[src/rtl/dmem_arbiter.sv]
// dmem_arbiter: shares one single-port data memory between the CPU load/store
// port and a DMA/debug port. Ownership is registered (owner = FSM state), the
// memory is driven by exactly one owner per cycle, and contention cycles are
// counted in a saturating counter.
//
// Build option: define DMEM_ARB_ROUND_ROBIN_EN to resolve ties round-robin
// using the last-served port. Without it the CPU always wins a tie.
//
// Handshake: a requester raises req with we/addr/wdata and holds them stable
// until it sees ack. The access (read data, write commit) happens in the ack
// cycle. Keeping req high after ack is a new back-to-back request.
module dmem_arbiter #(
    parameter int AW    = 32,
    parameter int DW    = 32,
    parameter int CNT_W = 16
) (
    input  logic             clk,
    input  logic             clrn,
    input  logic             cpu_req,
    input  logic             cpu_we,
    input  logic [AW-1:0]    cpu_addr,
    input  logic [DW-1:0]    cpu_wdata,
    output logic             cpu_ack,
    output logic [DW-1:0]    cpu_rdata,
    output logic             cpu_stall,
    input  logic             dma_req,
    input  logic             dma_we,
    input  logic [AW-1:0]    dma_addr,
    input  logic [DW-1:0]    dma_wdata,
    output logic             dma_ack,
    output logic [DW-1:0]    dma_rdata,
    output logic             mem_we,
    output logic [AW-1:0]    mem_addr,
    output logic [DW-1:0]    mem_wdata,
    input  logic [DW-1:0]    mem_rdata,
    output logic [1:0]       owner,
    output logic [CNT_W-1:0] conflict_cnt
);

    localparam logic [1:0] ST_IDLE    = 2'b00;
    localparam logic [1:0] ST_GNT_CPU = 2'b01;
    localparam logic [1:0] ST_GNT_DMA = 2'b10;

    // last-served encoding
    localparam logic LAST_CPU = 1'b0;
    localparam logic LAST_DMA = 1'b1;

    logic [1:0]       r_owner;
    logic             r_last;
    logic [CNT_W-1:0] r_conflict_cnt;

    logic             w_cpu_ack;
    logic             w_dma_ack;
    logic             w_both_req;
    logic             w_last_now;
    logic             w_tie_to_dma;
    logic [1:0]       w_next_owner;

    // An ack is given only to the current owner while it still requests
    assign w_cpu_ack  = (r_owner == ST_GNT_CPU) & cpu_req;
    assign w_dma_ack  = (r_owner == ST_GNT_DMA) & dma_req;
    assign w_both_req = cpu_req & dma_req;

    // Last-served including this cycle's ack, so alternation works on
    // back-to-back ties rather than granting the same port twice.
    assign w_last_now = w_cpu_ack ? LAST_CPU :
                        w_dma_ack ? LAST_DMA : r_last;

`ifdef DMEM_ARB_ROUND_ROBIN_EN
    assign w_tie_to_dma = (w_last_now == LAST_CPU);
`else
    // Fixed priority: CPU wins every tie; last-served is tracked but ignored.
    assign w_tie_to_dma = 1'b0 & w_last_now;
`endif

    // Next owner decided every cycle from the current requests
    always_comb begin
        w_next_owner = ST_IDLE;
        if (w_both_req)
            w_next_owner = w_tie_to_dma ? ST_GNT_DMA : ST_GNT_CPU;
        else if (cpu_req)
            w_next_owner = ST_GNT_CPU;
        else if (dma_req)
            w_next_owner = ST_GNT_DMA;
    end

    // Ownership register (FSM state)
    always_ff @(posedge clk or negedge clrn) begin
        if (!clrn)
            r_owner <= ST_IDLE;
        else
            r_owner <= w_next_owner;
    end

    // Last-served port, updated only on acked cycles; DMA after reset so the CPU wins the first tie
    always_ff @(posedge clk or negedge clrn) begin
        if (!clrn)
            r_last <= LAST_DMA;
        else if (w_cpu_ack)
            r_last <= LAST_CPU;
        else if (w_dma_ack)
            r_last <= LAST_DMA;
    end

    // Saturating count of cycles where both ports request
    always_ff @(posedge clk or negedge clrn) begin
        if (!clrn)
            r_conflict_cnt <= '0;
        else if (w_both_req && (r_conflict_cnt != {CNT_W{1'b1}}))
            r_conflict_cnt <= r_conflict_cnt + 1'b1;
    end

    // Memory and read-data steering from the current owner; a withdrawn request never writes
    always_comb begin
        mem_we    = 1'b0;
        mem_addr  = '0;
        mem_wdata = '0;
        cpu_rdata = '0;
        dma_rdata = '0;
        case (r_owner)
            ST_GNT_CPU: begin
                mem_we    = cpu_we & cpu_req;
                mem_addr  = cpu_addr;
                mem_wdata = cpu_wdata;
                cpu_rdata = mem_rdata;
            end
            ST_GNT_DMA: begin
                mem_we    = dma_we & dma_req;
                mem_addr  = dma_addr;
                mem_wdata = dma_wdata;
                dma_rdata = mem_rdata;
            end
            default: begin
                mem_we = 1'b0;
            end
        endcase
    end

    assign cpu_ack      = w_cpu_ack;
    assign dma_ack      = w_dma_ack;
    assign cpu_stall    = cpu_req & ~w_cpu_ack;
    assign owner        = r_owner;
    assign conflict_cnt = r_conflict_cnt;

endmodule
[config.mk]
export PLATFORM = sky130hd
export DESIGN_NAME = dmem_arbiter
export DESIGN_NICKNAME = d
export VERILOG_FILES = /design/src/rtl/dmem_arbiter.sv
export SDC_FILE = /design/constraint.sdc
export NUM_CORES = 1
export LEC_CHECK = 0
export CELL_PAD_IN_SITES_DETAIL_PLACEMENT = 1
export CELL_PAD_IN_SITES_GLOBAL_PLACEMENT = 2
export CORE_UTILIZATION = 10
export DETAILED_ROUTE_END_ITERATION = 7
export GPL_TIMING_DRIVEN = 0
export PLACE_DENSITY = 0.88
export RECOVER_POWER = 25
export SLEW_MARGIN = 20
export SYNTH_ARGS = -nofsm -noshare
export SYNTH_HDL_FRONTEND = slang
export SYNTH_SLANG_ARGS = --single-unit
[constraint.sdc]
create_clock -name clk -period 3.8 [get_ports clk]
set_input_delay 0.57 -clock clk [delete_from_list [all_inputs] [get_ports clk]]
set_output_delay 0.57 -clock clk [all_outputs]
set_load 0.01 [all_outputs]
* After elaboration in Yosys (flattened, before gate mapping) *
Cells that the tools add are included.
Widths: inputs -> output; s select.

storage, ports and cells
  bits of input ports = 166
  output and inout port bits = 150
  word-level logic and storage cells = 22
  register bits = 18

operators by class
  equal/unequal tests = 3
  bitwise operators = 7
  multiplexer cells = 8
  add/sub/neg operators = 1
  reduce and logical (&&, ||, !) cells = 1

operators by type and width
  kind                   number
  $pmux 32 s2            2
  $mux 32                2
  $add 16x1->16 const B  1
  $ne 16x16->1 const B   1
  $and 1x1->1            6
  $mux 2                 3
  $eq 2x1->1 const B     1
  $eq 2x2->1 const B     1
  $pmux 1 s2             1
  $logic_and 1x1->1      1
  $not 1->1              1

* Logic depth before layout (Yosys ltp) *
  depth after elaboration = 4
  gate-level depth with buffers = 7
  gate-level depth less buffers = 5

* Worst setup path before layout *
OpenSTA, ideal clock, no wires.

  path type = reg2out
  from = register r_owner[0], in the netlist owner[0]
  to = output port mem_we
  stages on the path, launching flop included = 8
  required time = 3230 ps
  path buffers = 2
  path slack = 1650 ps
  data arrival time = 1580 ps
  cell sequence = dfrtp_1 > inv_1 > ha_1 > clkbuf_1 > clkbuf_1 > and2_1 > nand2_1 > a21oi_1

on the way
  longest elaborated chain between the ends = 2
  elaborated cells on any way between the ends = 3
  those cells by class = 2 x eq/ne; 1 x mux

RTL lines
  what                                      RTL line  RTL
  start: declaration                        48        logic [1:0] r_owner;
  start signal: assignment                  92        r_owner <= w_next_owner;
  $eq 2x2->1 or $eq 2x1->1 (tied branches)  120       case (r_owner)
  $pmux 1 s2 *                              120
  end: declaration                          32        output logic mem_we,

Mark *: on every way between the ends. The rest lies on a longest branch, timed or not.

* Worst setup path in the final report *
  from = register r_owner[0], in the netlist owner[0]
  to = output port dma_rdata[20]

on the way
  longest elaborated chain between the ends = 2

RTL lines
  what              RTL line  RTL
  $eq 2x2->1        120
  $mux 32           120
  end: declaration  31        output logic [DW-1:0] dma_rdata,

No other way between the ends.

==> impl_metrics.yaml <==
status:
  status: "finished clean"
power_and_ir_drop:
  p_per_area_nw_per_um2: 200
  p_total_mw: 1.14
  ir_worst_vdd_mv: 0.297
  p_leak_nw: 2.17
floorplan:
  dieArea_um2: 22200
  num_rows: 53
  core_um2: 21100
  num_io_pins: 316
  fp.dieH_um: 149
  die_w_um: 149
  initial_core_util_pct: 10.2
timing:
  hold_viol: 0
  worst_pin_slew_ps: 825
  fin_crit_ps: 3510
  fin_worst_skew_ps: 0.692
  hold_slack_ps: 512
  post-route-period-util_pct: 92.3
  slew_viol_final: 0
  finalSetupViolations: 0
  finalSetupTns_ps: 0
  fmax_ghz: 0.285
  rsz0062_at_grt: "no"
  relSlewSlack_pct: 44.8
drt:
  drt_first_pass_iters: 4
  antenna_left: 0
  vias: 3542
  viasPerCell: 3.94
  drc: 0
  wirelength_mm: 14.3
  drt-initial-drc-count: 63
  wl_per_cell_um: 15.9
clock_tree:
  numCtsBuffers: 3
  htree_num_levels: 1
  cts_tree: "done"
  post_cts_resized: 0
  cts.sinks: 18
  postCtsSetupBuffers: 0
  clock-root-buffer: "clkbuf_16"
  clk_latency_ps: 240
  holdBufCountCts: 0
  cts_buffer_depth: 2
  clk_pin_slew_ps: 50
final_layout:
  syn_to_final_growth_pct: 165
  finalNetCount: 797
  final_layout_size_suffix_gt1_share_pct: 1.12
  n_antenna_cell: 0
  final_util_pct: 27.2
  finalNonFillerCells: 900
logic_synthesis:
  async_flop_share_pct: 100
  ys_ff_latch: 18
  synth.net_count: 477
  synth-edff-count: 0
  synth_area_leader_cell: "a22oi_1"
  synth_top_area_share_pct: 22.2
  ys.flop_type: "dfrtp_1"
  yosysWarnings: 0
  netlist_area_um2: 2160
  synth_commonest_cells: "67 x and2_1, 67 x nor2_1, 64 x a22oi_1"
  synthCells: 307
  synthDistinctLibCells: 25
  syn_avg_cell_area_um2: 7.03
  synth_area_leaders: "a22oi_1 22%, dfrtp_1 21%, and2_1 19%"
  seq_area_frac_synth_pct: 20.9
setup_path:
  cp.required_ps: 3230
  cp.arrival_ps: 2940
  crit_type: "flop to output pin"
  max_stage_delay_ps: 560
  cp-end-kind: "output pin"
  cpMaxStageDelayCell: "clkdlybuf4s50_1"
  crit_chain: "inv_1, ha_1, clkbuf_1, clkbuf_1, clkbuf_1, and2_1, clkdlybuf4s50_1"
  worst_path_most_repeated_cell: "clkbuf_1"
  start_kind: "flop"
  cp_max_fo: 10
grt:
  grt_max_degree: 19
  first_global_vias: 3617
  antenna_found_initial: 0
  grt_pass1_wl_mm: 20.6
  overflow: 0
  grtUsageTotal_pct: 11.9
place:
  gp_congestion: 0.728
  placed_cells: 897
  place_hpwl_mm: 11.7
  port_buffers: 315
run:
  maxCapViolations: 0
worst_hold_path:
  hold_class: "flop to flop"
[worst max-delay path, delay by kind of cell, from the launching register on]
kind	cells	cell delay, ps
adders and majority gates	1	140
buffers and inverters	5	1960
DFF	1	410
and+or+nand+nor	1	190
[layout by cell type, fill, tap and decap left out, drive strengths merged]
cell,count
inv,2
mux2,1
or2,1
dfrtp,18
dlygate4sd3,20
nand2,7
nor3,6
nor3b,2
buf,5
and2,67
nand3,5
clkbuf,29
clkdlybuf4s50,295
xor2,13
and4,1
xnor2,2
and3,2
nand4,5
nor4,5
ha,4
nor2,68
a21oi,1
a22oi,64
nor2b,2
[layout make-up]
cell class / instances / area, um2
well taps: 275 / 344
repair buffers: 315 / 3150
inverters: 2 / 7.51
fillers: 2552 / 15400
multi-input cells: 256 / 1580
plain buffers: 31 / 116
flip-flops and latches: 18 / 450
clock buffers: 3 / 75.1
[cell families (layout without fill, tap and decap cells)]
family	Yosys count	after routing	share of synthesized area, %
AND/OR/NAND/NOR	171	171	41.8
flip-flops	18	18	20.9
AO/OA/AOI/OAI	65	65	22.5
multiplexers	1	1	0.695
XOR/XNOR	15	15	6.08
adder cells (fa/ha/maj)	4	4	2.32
buffers and inverters	33	351	5.74
[per-layer routing]
layer / global-route usage, % / vias up / wire length (um)
li1: - / 1703 / -
met1: 13.4 / 1643 / 5560
met2: 22.9 / 190 / 7350
met3: 3.06 / 6 / 1340
met4: 1.02 / 0 / 96
met5: 0 / - / 0
[registers in the layout, summed over array words and instances, names as in the netlist]
signal and cells:
conflict_cnt 16, owner 2
[metrics by stage]
stage / setup WS (ps) / cell area (um2)
after floorplan: 1650 / 2160
after global placement: 463 / 5660
after detailed placement: 457 / 5660
after CTS: 187 / 5730
after global routing: 54.6 / 5730
final: 293 / 5730
[report_power, final]
| group | internal, mW | leakage, nW | total (mW) | switching, mW |
|---|---|---|---|---|
| Sequential | 0.230 | 0.228 | 0.283 | 0.0533 |
| Clock | 0.138 | 0.0370 | 0.203 | 0.0646 |
| Combinational | 0.393 | 1.91 | 0.658 | 0.264 |
| Total | 0.761 | 2.17 | 1.14 | 0.382 |
[final timing paths]
kind	from	to	slack, ps	cells past startpoint
hold reg to reg	conflict_cnt[2]$_DFFE_PN0P_	conflict_cnt[2]$_DFFE_PN0P_	510	1
setup / recovery	owner[0]$_DFF_PN0_	dma_rdata[20]	290	7
hold / removal	conflict_cnt[2]$_DFFE_PN0P_	conflict_cnt[2]$_DFFE_PN0P_	510	1
min in group asynchronous	clrn	conflict_cnt[2]$_DFFE_PN0P_	870	1
max in group asynchronous	clrn	owner[1]$_DFF_PN0_	2420	1
setup reg to reg	conflict_cnt[0]$_DFFE_PN0P_	conflict_cnt[1]$_DFFE_PN0P_	1860	5
(Power assumes the default switching activity.)
